$ cat src/rtl/audio_out_stage.sv
// Audio output stage: sample-strobe detection, soft-start/mute gain ramp,
// gain multiply, rounding and saturation to the 10-bit PWM word, and a
// clip indicator that holds for a number of samples after saturation.
//
// Pipeline: strobe cycle -> stage 1 (capture, ramp) -> stage 2 (multiply)
// -> stage 3 (round, saturate). out_valid is a one-cycle pulse in the
// cycle music_data takes its new value; there is no back-pressure, the
// consumer must take each word on the cycle out_valid is high.
module audio_out_stage #(
   parameter int CLIP_HOLD = 4800,
   parameter int RAMP_STEP = 1
) (
   input  logic               clock,
   input  logic               reset_n,
   input  logic               sample_clk,
   input  logic signed [15:0] audio_in,
   input  logic [3:0]         volume,
   input  logic               mute,
   output logic signed [9:0]  music_data,
   output logic               out_valid,
   output logic               clip,
   output logic [4:0]         gain_now
);

   localparam int            CW       = (CLIP_HOLD < 2) ? 1 : $clog2(CLIP_HOLD + 1);
   localparam logic [CW-1:0] HOLD     = CW'(CLIP_HOLD);
   localparam logic [CW-1:0] CNT_ONE  = CW'(1);
   localparam logic [7:0]    STEP     = 8'(RAMP_STEP);
   localparam logic [4:0]    GAIN_MAX = 5'd16;

   // sample clock history and strobe
   logic sc_q;
   logic strobe;

   // stage 1
   logic signed [15:0] s1_audio;
   logic               s1_valid;
   logic [4:0]         gain;
   logic [4:0]         target;
   logic [4:0]         gain_next;
   logic [7:0]         gain_up;
   logic [7:0]         gain_floor;

   // stage 2
   logic signed [20:0] product;
   logic signed [16:0] scaled_d;
   logic signed [16:0] scaled;
   logic               s2_valid;

   // stage 3
   logic signed [17:0] rounded_sum;
   logic signed [17:0] rounded;
   logic               sat_hi;
   logic               sat_lo;
   logic               sat;
   logic signed [9:0]  music_next;
   logic [CW-1:0]      clip_cnt;

   // Remember the previous sample_clk level so a rising edge can be seen.
   always_ff @(posedge clock or negedge reset_n) begin
      if (!reset_n) begin
         sc_q <= 1'b0;
      end else begin
         sc_q <= sample_clk;
      end
   end

   assign strobe = sample_clk & ~sc_q;

   // Ramp target: mute wins over volume; full volume maps to unity gain 16.
   always_comb begin
      target = 5'd0;
      if (mute) begin
         target = 5'd0;
      end else if (volume == 4'd15) begin
         target = GAIN_MAX;
      end else begin
         target = {1'b0, volume};
      end
   end

   // Next gain moves at most one step toward target and never overshoots it,
   // so a retarget mid-ramp simply reverses or continues without a jump.
   always_comb begin
      gain_up    = {3'b000, gain} + STEP;
      gain_floor = {3'b000, target} + STEP;
      gain_next  = gain;
      if (gain < target) begin
         if (gain_up >= {3'b000, target}) begin
            gain_next = target;
         end else begin
            gain_next = gain_up[4:0];
         end
      end else if (gain > target) begin
         if ({3'b000, gain} <= gain_floor) begin
            gain_next = target;
         end else begin
            gain_next = gain - STEP[4:0];
         end
      end
   end

   // Stage 1: capture the sample and advance the ramp once per strobe.
   always_ff @(posedge clock or negedge reset_n) begin
      if (!reset_n) begin
         s1_audio <= '0;
         s1_valid <= 1'b0;
         gain     <= '0;
      end else begin
         s1_valid <= strobe;
         if (strobe) begin
            s1_audio <= audio_in;
            gain     <= gain_next;
         end
      end
   end

   // Gain is 0..16, so the product is at most 2^19 in magnitude and fits
   // 21 signed bits; after the >>>4 the result always fits 17 bits.
   assign product  = 21'(s1_audio) * 21'($signed({1'b0, gain}));
   assign scaled_d = 17'(product >>> 4);

   // Stage 2: register the gain-scaled sample.
   always_ff @(posedge clock or negedge reset_n) begin
      if (!reset_n) begin
         scaled   <= '0;
         s2_valid <= 1'b0;
      end else begin
         s2_valid <= s1_valid;
         if (s1_valid) begin
            scaled <= scaled_d;
         end
      end
   end

   // Round to nearest (half up) while dropping 6 bits, then clamp to 10 bits.
   always_comb begin
      rounded_sum = 18'(scaled) + 18'sd32;
      rounded     = rounded_sum >>> 6;
      sat_hi      = (rounded > 18'sd511);
      sat_lo      = (rounded < -18'sd512);
      sat         = sat_hi | sat_lo;
      music_next  = rounded[9:0];
      if (sat_hi) begin
         music_next = 10'sd511;
      end else if (sat_lo) begin
         music_next = -10'sd512;
      end
   end

   // Stage 3: update the output word and pulse out_valid; hold otherwise.
   always_ff @(posedge clock or negedge reset_n) begin
      if (!reset_n) begin
         music_data <= '0;
         out_valid  <= 1'b0;
      end else begin
         out_valid <= s2_valid;
         if (s2_valid) begin
            music_data <= music_next;
         end
      end
   end

   // Clip hold counter: reload on saturation, count down on clean samples.
   always_ff @(posedge clock or negedge reset_n) begin
      if (!reset_n) begin
         clip_cnt <= '0;
      end else if (s2_valid) begin
         if (sat) begin
            clip_cnt <= HOLD;
         end else if (clip_cnt != '0) begin
            clip_cnt <= clip_cnt - CNT_ONE;
         end
      end
   end

   assign clip     = (clip_cnt != '0);
   assign gain_now = gain;

endmodule
$ cat config.mk
export PLATFORM = sky130hd
export DESIGN_NAME = audio_out_stage
export DESIGN_NICKNAME = d
export VERILOG_FILES = /design/src/rtl/audio_out_stage.sv
export SDC_FILE = /design/constraint.sdc
export NUM_CORES = 1
export LEC_CHECK = 0
export BUFFER_PORTS_ARGS = -buffer_cell sky130_fd_sc_hd__buf_2
export CORE_UTILIZATION = 50
export CTS_CLUSTER_DIAMETER = 150
export CTS_CLUSTER_SIZE = 24
export DETAILED_ROUTE_END_ITERATION = 8
export PLACE_DENSITY = 0.79
export SLEW_MARGIN = 5
export SYNTH_ARGS = -nofsm -noshare
export SYNTH_HDL_FRONTEND = slang
export SYNTH_SLANG_ARGS = --single-unit
export TNS_END_PERCENT = 50
$ cat constraint.sdc
create_clock -name clock -period 7.17 [get_ports clock]
set_input_delay 1.0755 -clock clock [delete_from_list [all_inputs] [get_ports clock]]
set_output_delay 1.0755 -clock clock [all_outputs]
set_load 0.1 [all_outputs]
==> flow_summary.json, run 1 <==
{
  "status": "complete, no violations",
  "nNetsFinal": 817,
  "grt_max_degree": 61,
  "crit_family": "adder cells",
  "drv_cap": 0,
  "core-area_um2": 11960,
  "cts.clk_slew.worst_paths_ns": 0.06,
  "crit_fanout": 28,
  "htree_levels": 3,
  "cp.required_ns": 7.39,
  "gr-total-overflow": 0,
  "root_buffer": "clkbuf_16",
  "cp_data_arrival_time_ns": 4.95,
  "cts_sinks": 60,
  "antenna_found_initial": 0,
  "post_drt_via_cell_ratio": 5.578,
  "ios": 41,
  "io_buffer_count": 40,
  "cp_num_buf_inv": 2,
  "die_w_um": 112.7,
  "final-hold-violation-count": 0,
  "first_global_vias": 4841,
  "grt.total_usage_pct": 21.63,
  "floorplan.die_area_um2": 12700,
  "cpMostUsedCell": "fa_1",
  "grt_pass1_wl_um": 22090,
  "cts_tree": "yes",
  "fmax_mhz": 211.3,
  "fp-row-count": 40,
  "holdWs_ns": 0.4771,
  "wl_per_cell_um": 15.16,
  "worst_setup_path_start_kind": "flop",
  "synthesis.nets": 786,
  "synth_edf_count": 0,
  "ys_ff_latch": 60,
  "place.gp.congestion": 0.9224,
  "drc": 0,
  "post-cts-setup-buffers": 0,
  "yosys_warnings": 0,
  "slowest_delay_ns": 0.70,
  "drive_gt1_share_pct": 13.96,
  "postSynthAreaPerCell_um2": 9.296,
  "fin_crit_ns": 4.733,
  "netlist_area_um2": 6126,
  "syn2layout_area_growth_pct": 9.579,
  "num_antenna_cells": 0,
  "die_h_um": 112.7,
  "holdCritPathClass": "flop to flop",
  "final_cell_mix": "inv_1 (76), and2_1 (75), dfrtp_1 (60), ha_1 (56), fa_1 (47)",
  "numCtsBuffers": 9,
  "place_hpwl_um": 9684,
  "path_cells": "and2_1, fa_1, inv_1, fa_1, inv_1, fa_1, ha_1, a21o_1, and2_2, o41ai_1, o311a_2, xnor2_1, mux2_2",
  "relSlewSlack_pct": 43.39,
  "start_util_pct": 51.21,
  "num_vias": 4697,
  "clk_latency_ns": 0.34,
  "crit_type": "flop to flop",
  "yosysSeqAreaShare_pct": 24.51,
  "endpoint_kind": "flop",
  "slew_viol_final": 0,
  "ys_types": 68,
  "drt_iter0_drc": 213,
  "worstMarginPinSlew_ns": 0.8492,
  "postRouteWirelength_um": 12760,
  "synthFlopType": "dfrtp_1",
  "firstDrtPassIters": 7,
  "cts_resized": 0,
  "syn-instance-count": 659,
  "rsz0062_at_grt": "no",
  "period_share_pct": 66.01,
  "clockBufferDepth": 2,
  "tns_ns": 0,
  "drtAntennaViolNets": 0,
  "final_common_cell": "inv_1",
  "async_reset_ff_share_pct": 100.0,
  "cp_slowest_cell": "dfrtp_1",
  "hold_buffers": 0,
  "clock_skew_ns": 0.01049,
  "setup_viol": 0
}
[worst reg2reg max path, stage by stage (launching register included)]
cell     delay [ns]
dfrtp_1        0.70
and2_1         0.32
fa_1           0.53
inv_1          0.05
fa_1           0.47
inv_1          0.06
fa_1           0.47
ha_1           0.32
a21o_1         0.17
and2_2         0.20
o41ai_1        0.63
o311a_2        0.35
xnor2_1        0.08
mux2_2         0.26
[sequential cells by signal, summed over array words and instances, names as in the netlist]
register / count
s1_audio: 16
clip_cnt: 13
sc_q: 1
scaled: 12
s2_valid: 1
s1_valid: 1
music_data: 10
gain_now: 5
out_valid: 1
[cells in the mapped netlist (2+ instances only)]
cell / instances / area [um2]
o31ai_1: 6 / 45.04
xor2_1: 14 / 122.6
nand4_1: 7 / 43.79
a21o_1: 7 / 52.55
nand2_1: 36 / 135.1
o21a_1: 2 / 15.01
o22ai_1: 4 / 25.02
buf_2: 4 / 20.02
or2_2: 4 / 25.02
o211ai_1: 3 / 22.52
nor3_1: 12 / 60.06
nand4b_1: 2 / 17.52
or3_1: 3 / 18.77
o21ai_0: 20 / 100.1
nor3b_1: 2 / 15.01
o21bai_1: 2 / 15.01
nor2_1: 37 / 138.9
nand3b_1: 2 / 15.01
or4_1: 2 / 15.01
o41ai_1: 2 / 17.52
dfrtp_1: 60 / 1501
clkbuf_1: 16 / 60.06
mux2_2: 23 / 259.0
a41oi_1: 2 / 17.52
and2_1: 75 / 469.2
fa_1: 47 / 940.9
nor2b_1: 3 / 18.77
and3_1: 3 / 18.77
nand3_1: 21 / 105.1
nor4_1: 2 / 12.51
a2111o_1: 2 / 22.52
ha_1: 56 / 700.7
nand2b_1: 10 / 62.56
a21oi_1: 31 / 155.2
o2bb2ai_1: 2 / 17.52
xnor2_1: 20 / 175.2
inv_1: 76 / 285.3
a211oi_1: 5 / 37.54
a31oi_1: 4 / 25.02
o311ai_0: 2 / 17.52
[final cells by class]
cell class	instances	area (um2)
fillers	1036	5249
multi-input cells	500	4244
flip-flops and latches	60	1501
inverters	77	289.0
clock buffers	10	239.0
repair buffers	42	215.2
well taps	147	183.9
clock inverters	6	40.04
[path summary, 6_finish.rpt]
| kind | start | endpoint | slack, ns | depth (start not counted) |
|---|---|---|---|---|
| max | gain_now[2] | scaled[12] | 2.44 | 13 |
| min | music_data[9] | music_data[9] | 0.48 | 1 |
| max reg2reg | gain_now[2] | scaled[12] | 2.44 | 13 |
| min reg2reg | music_data[9] | music_data[9] | 0.48 | 1 |
| max in group asynchronous | reset_n | music_data[6] | 5.79 | 2 |
| min in group asynchronous | reset_n | clip_cnt[9] | 0.89 | 2 |
[cells by family (layout without fill, tap and decap cells)]
kind of cell,after synthesis,after routing,share of synthesized area (%)
buffers and inverters,99,135,6.209
AOI/OAI and AO/OA,113,113,12.85
adders and majority gates,103,103,26.80
DFF,60,60,24.51
xor gates and xnor gates,35,35,5.229
and+or+nand+nor,225,225,19.93
muxes,24,24,4.473
[layer usage]
metal	up-vias	share of wire, %	GRT usage [%]
met2	113	49	37.49
met3	30	4.1	4.374
met4	0	2.3	7.911
li1	2302	-	-
met1	2252	45	26.64
met5	-	0	0
[metrics by stage]
| step | cell area (um2) | instances | worst slack [ns] | utilization, % |
|---|---|---|---|---|
| floorplan | 6126 | 659 | 2.071 | - |
| global placement | 6434 | 826 | 2.641 | 53.79 |
| detailed placement | 6434 | 826 | 2.536 | 53.79 |
| CTS | 6713 | 842 | 2.492 | 56.12 |
| global route | 6713 | 842 | 2.239 | 56.12 |
| finish | 6713 | 842 | 2.437 | 56.12 |
Power of run 1 is left out: the tool's default activity adds up to more than one toggle a clock period on the data nets, which glitch-free logic cannot reach.
==> run 2: changes to the inputs <==
- ABC_AREA: default -> 1
- PLACE_DENSITY: 0.79 -> 0.81
- clock period: 7.17 -> 4.1 ns (I/O delays scaled with it)
==> run 2 against run 1 <==
Effect of this change:
- sequential share of layout area decreased by 1.9 points
- via count grew 23%
- highest routed layer unchanged
- critical endpoint unchanged
- global-route usage increased by 0.30 points
- final area increased by 10%
- non-clock buffer count up 1
- cell count grew 38%
- flip-flop and latch count unchanged
- largest cell class unchanged
- first-iteration DRC count increased by 55%
- utilization rose by 1.5 points
- routed wire length rose by 10%
- fmax rose by 24%
==> flow_summary.json, run 2 <==
{
  "fillerInstances": 1207,
  "die_w_um": 117.7,
  "regArea_um2": 1513,
  "setup_viol": 0,
  "crit_type": "flop to flop",
  "fp-row-count": 41,
  "ys_ff_latch": 60,
  "crit_fanout": 25,
  "grt.total_usage_pct": 21.93,
  "synth_compound_area_share_pct": 4.995,
  "firstDrtPassIters": 5,
  "clock_skew_ns": 0.007670,
  "ys_types": 41,
  "synthTopCellsByCount": "nand2_1 (292), inv_1 (205), nor2_1 (62)",
  "place_hpwl_um": 10750,
  "postSynthAreaPerCell_um2": 7.032,
  "final-hold-violation-count": 0,
  "num_antenna_cells": 0,
  "yosysTopAreaCell": "dfrtp_1",
  "placed_cell_area_um2": 7039,
  "post_drt_via_cell_ratio": 4.974,
  "clockBufferDepth": 2,
  "worstMarginPinSlew_ns": 0.9222,
  "synth_top_area_share_pct": 22.45,
  "nNetsFinal": 1113,
  "yosys-top-cells-area": "dfrtp_1 (22%), nand2_1 (16%), fa_1 (14%)",
  "grt_pass1_wl_um": 25070,
  "cp_data_arrival_time_ns": 4.01,
  "synth_top_family_by_area": "simple AND/OR/NAND/NOR gates",
  "worst_setup_path_start_kind": "flop",
  "hold_buffers": 0,
  "synthMuxAreaShare_pct": 0,
  "cp.required_ns": 4.30,
  "drc": 0,
  "synthSimpleGateAreaFrac_pct": 31.66,
  "drv_cap": 0,
  "relSlewSlack_pct": 38.52,
  "cts.clk_slew.worst_paths_ns": 0.05,
  "synthFlopType": "dfrtp_1",
  "fin_crit_ns": 3.817,
  "synthesis.nets": 1078,
  "endpoint_kind": "flop",
  "num_vias": 5780,
  "slew_viol_final": 0,
  "fin_util_pct": 57.58,
  "fmax_mhz": 262.0,
  "top_regs": "s1_audio x16, clip_cnt x13, scaled x12",
  "period_share_pct": 93.09,
  "synthAdderAreaFrac_pct": 24.55,
  "start_util_pct": 52.15,
  "yosysSeqAreaShare_pct": 22.45,
  "numCtsBuffers": 9,
  "syn-instance-count": 951,
  "grt_max_degree": 42,
  "rsz0062_at_grt": "no",
  "largest_reg_flops": 16,
  "first_global_vias": 5654,
  "clk_latency_ns": 0.33,
  "top_register": "s1_audio",
  "antenna_found_initial": 0,
  "die_h_um": 117.7,
  "place.gp.congestion": 0.9346,
  "floorplan.die_area_um2": 13840,
  "synth_edf_count": 0,
  "final_common_cell": "nand2_1",
  "netlist_area_um2": 6688,
  "multi_input_area_um2": 4322,
  "async_reset_ff_share_pct": 100.0,
  "gr-total-overflow": 0,
  "synth_xor_area_share_pct": 3.274,
  "cts_tree": "yes",
  "post-cts-setup-buffers": 0,
  "yosys_warnings": 0,
  "status": "complete, no violations",
  "drive_gt1_share_pct": 10.51,
  "wl_per_cell_um": 12.09,
  "tns_ns": 0,
  "final_cell_mix": "nand2_1 (292), inv_1 (205), nor2_1 (62), ha_1 (56)",
  "drt_iter0_drc": 331,
  "io_buffer_count": 40,
  "cts_sinks": 60,
  "root_buffer": "clkbuf_16",
  "synth.most_common_cell": "nand2_1",
  "postRouteWirelength_um": 14050,
  "syn2layout_area_growth_pct": 10.42,
  "fin_area_um2": 7385,
  "ios": 41,
  "core-area_um2": 12820,
  "holdCritPathClass": "input port to flop",
  "drtAntennaViolNets": 0,
  "htree_levels": 3
}
[run 2: changes by cell type in the layout (fill, tap and decap cells not counted), moves of 7 or more]
cell	before	now
nand2_2	0	15
nor3_1	12	5
xnor2_1	20	9
nand3_1	21	55
inv_1	76	205
and2_1	75	1
nand2_1	36	292
mux2_2	23	0
o21ai_0	20	12
nand2b_1	10	0
nor2_1	37	62
nand4_1	7	18
[run 2: layer usage]
layer  global-route usage (%)  share of wire, %
met4                    5.929               1.5
met1                    28.34                45
met3                    4.118               5.1
met2                    37.43                48
met5                        0                 0
[run 2: final timing paths]
kind | cells after the start | slack, ns | from | endpoint
max | 15 | 0.28 | gain_now[2] | scaled[12]
min | 1 | 0.41 | sample_clk | sc_q
max reg2reg | 15 | 0.28 | gain_now[2] | scaled[12]
min reg2reg | 2 | 0.49 | clip_cnt[0] | clip_cnt[0]
max in group asynchronous | 2 | 2.88 | reset_n | scaled[5]
min in group asynchronous | 1 | 0.43 | reset_n | clip_cnt[4]
[run 2: cell type report]
type,count,area share (%)
multi-input combinational,665,58.52
sequential,60,20.48
inverter,207,10.52
clock buffer,12,3.609
timing repair buffer,43,3.016
tap,172,2.914
clock inverter,3,0.9319
[run 2: through the flow]
step | std cells | worst slack (ns) | hold WS [ns]
2_1_floorplan | 951 | 0.004452 | 0.3194
3_3_place_gp | 1147 | 0.3265 | 0.4655
3_5_place_dp | 1147 | 0.2760 | 0.4848
4_1_cts | 1162 | 0.2580 | 0.3921
5_1_grt | 1162 | 0.002093 | 0.4047
6_report | 1162 | 0.2833 | 0.4065
[run 2: critical path: stages (launching register included)]
cell      delay, ns
dfrtp_4        0.61
nand2_1        0.12
inv_1          0.06
fa_1           0.49
fa_1           0.49
inv_1          0.05
fa_1           0.52
inv_1          0.04
ha_1           0.37
a21oi_2        0.24
a21boi_0       0.27
nor2_1         0.07
nor2_1         0.12
nand3_1        0.09
nand3_1        0.07
o21ai_0        0.08
[run 2: logic make-up after synthesis]
kind of cell | count (synthesis)
flops | 60
fa+ha+maj | 103
simple gates | 477
compound gates | 60
buf+inv | 226
xor+xnor | 25
[run 2: repair_timing]
action,4_1_cts,5_1_grt
resized for setup,0,3
endpoints found under the hold margin,0,0
endpoints found under the setup margin,0,2
Power of run 2 is left out for the same reason.
==> run 3: changes to the inputs <==
- PLACE_DENSITY: 0.81 -> 0.68
- SKIP_LAST_GASP: default -> 1
==> run 3 against run 2 <==
Effect of this change:
- first-iteration DRC count down 31%
- via count down 1.3%
- die area unchanged
- clock skew about the same
- final area down 0.46%
- critical endpoint unchanged
- highest routed layer unchanged
==> flow_summary.json, run 3 (synthesized netlist as in run 2, its figures left out) <==
{
  "critPathCapture": "scaled[12]",
  "slew_viol_final": 0,
  "fillerInstances": 1237,
  "setup_viol": 0,
  "slowest_delay_ns": 0.61,
  "largest_reg_flops": 16,
  "num_antenna_cells": 0,
  "drive_gt1_share_pct": 10.47,
  "io_buffer_count": 40,
  "cp_slowest_cell": "dfrtp_4",
  "firstDrtPassIters": 5,
  "numCtsBuffers": 9,
  "cp.required_ns": 4.29,
  "post_drt_via_cell_ratio": 4.899,
  "cts_sinks": 60,
  "floorplan.die_area_um2": 13840,
  "gr-total-overflow": 0,
  "wl_per_cell_um": 11.70,
  "place_hpwl_um": 10900,
  "nNetsFinal": 1115,
  "rrSetupSlack_ns": 0.29,
  "drc": 0,
  "top_regs": "s1_audio x16, clip_cnt x13, scaled x12",
  "die_h_um": 117.7,
  "final-hold-violation-count": 0,
  "clockBufferDepth": 2,
  "place_worst_setup_slack_ns": 0.2883,
  "grt_max_degree": 32,
  "placed_cell_area_um2": 7054,
  "relSlewSlack_pct": 48.34,
  "drtAntennaViolNets": 0,
  "start_util_pct": 52.15,
  "fin_area_um2": 7351,
  "rsz0062_at_grt": "no",
  "path_cells": "nand2_1, inv_1, fa_1, fa_1, inv_1, fa_1, inv_1, ha_1, nand2_1, inv_1, a21boi_0, nor2_1, nor2_1, nand3_1, nand3_1, o21ai_0",
  "fin_util_pct": 57.32,
  "crit_fanout": 25,
  "worst_setup_path_start_kind": "flop",
  "endpoint_kind": "flop",
  "hold_buffers": 0,
  "syn2layout_area_growth_pct": 9.916,
  "drt_iter0_drc": 228,
  "crit_type": "flop to flop",
  "reg2reg_from": "gain_now[2]",
  "period_share_pct": 93.00,
  "reg2reg_depth": 16,
  "die_w_um": 117.7,
  "cp_data_arrival_time_ns": 4.00,
  "holdCritPathClass": "input port to asynchronous set/reset pin",
  "tns_ns": 0,
  "core-area_um2": 12820,
  "final_cell_mix": "nand2_1 (292), inv_1 (205), nor2_1 (62), ha_1 (56)",
  "cpMostUsedCell": "inv_1",
  "grt_use_met3_pct": 3.052,
  "top_register": "s1_audio",
  "grt.total_usage_pct": 21.38,
  "status": "complete, no violations",
  "grt_pass1_wl_um": 24580,
  "fin_crit_ns": 3.813,
  "cts_resized": 0,
  "ios": 41,
  "antenna_found_initial": 0,
  "use_met2_pct": 36.58,
  "num_vias": 5707,
  "cts.clk_slew.worst_paths_ns": 0.06,
  "clk_latency_ns": 0.33,
  "drv_cap": 0,
  "fp-row-count": 41,
  "place.gp.congestion": 0.9147,
  "crit_start": "gain_now[2]",
  "first_global_vias": 5596,
  "clock_skew_ns": 0.007633,
  "worstMarginPinSlew_ns": 0.7749,
  "fmax_mhz": 262.2,
  "root_buffer": "clkbuf_16",
  "cts_tree": "yes",
  "r2r-end": "scaled[12]",
  "post-cts-setup-buffers": 0,
  "top_usage_layer": "met2",
  "htree_levels": 3,
  "fin_ws_ns": 0.2868,
  "met1_usage_pct": 27.75,
  "final_common_cell": "nand2_1",
  "postRouteWirelength_um": 13630
}
==> run 3: cell types whose count changed in the layout (fill, tap and decap cells not counted), sizes merged <==
cell and change:
clkbuf -2, clkinv +1, inv +1, buf +2, clkinvlp +2, bufinv -1
==> run 3: final cells by class <==
type,count,area [um2],area share (%)
multi-input cells,665,4315,58.71
well taps,172,215.2,2.928
flip-flops and latches,60,1513,20.58
clock buffers,10,229.0,3.115
inverters,207,777.0,10.57
clock inverters,6,63.81,0.8681
repair buffers,45,237.7,3.234
==> run 3: stage by stage <==
step	hold WS, ns	std cells
final	0.3174	1165
after global routing	0.3757	1165
after CTS	0.3342	1165
after detailed placement	0.4773	1149
after global placement	0.4674	1149
after floorplan	0.3194	951
==> run 3: worst min path at each step <==
| stage | from | to | slack (ns) |
|---|---|---|---|
| after floorplan | reset_n | clip_cnt[0] | 0.32 |
| after global placement | clip_cnt[0] | clip_cnt[0] | 0.47 |
| after detailed placement | music_data[9] | music_data[9] | 0.48 |
| after CTS | reset_n | clip_cnt[11] | 0.33 |
| after global routing | reset_n | clip_cnt[11] | 0.38 |
| final | reset_n | clip_cnt[11] | 0.32 |
==> run 3: worst max-delay path, delay by kind of cell (launching register included) <==
kind / cells / cell delay [ns]
compound gates: 2 / 0.35
simple gates: 6 / 0.64
fa+ha+maj: 4 / 1.86
buf+inv: 4 / 0.22
flops: 1 / 0.61
==> run 3: metal layers <==
layer / share of wire (%) / wire [um]
met5: 0 / 0
met4: 1.2 / 161
met3: 3.6 / 491
met2: 47 / 6456
met1: 48 / 6523
Power of run 3 is left out for the same reason.
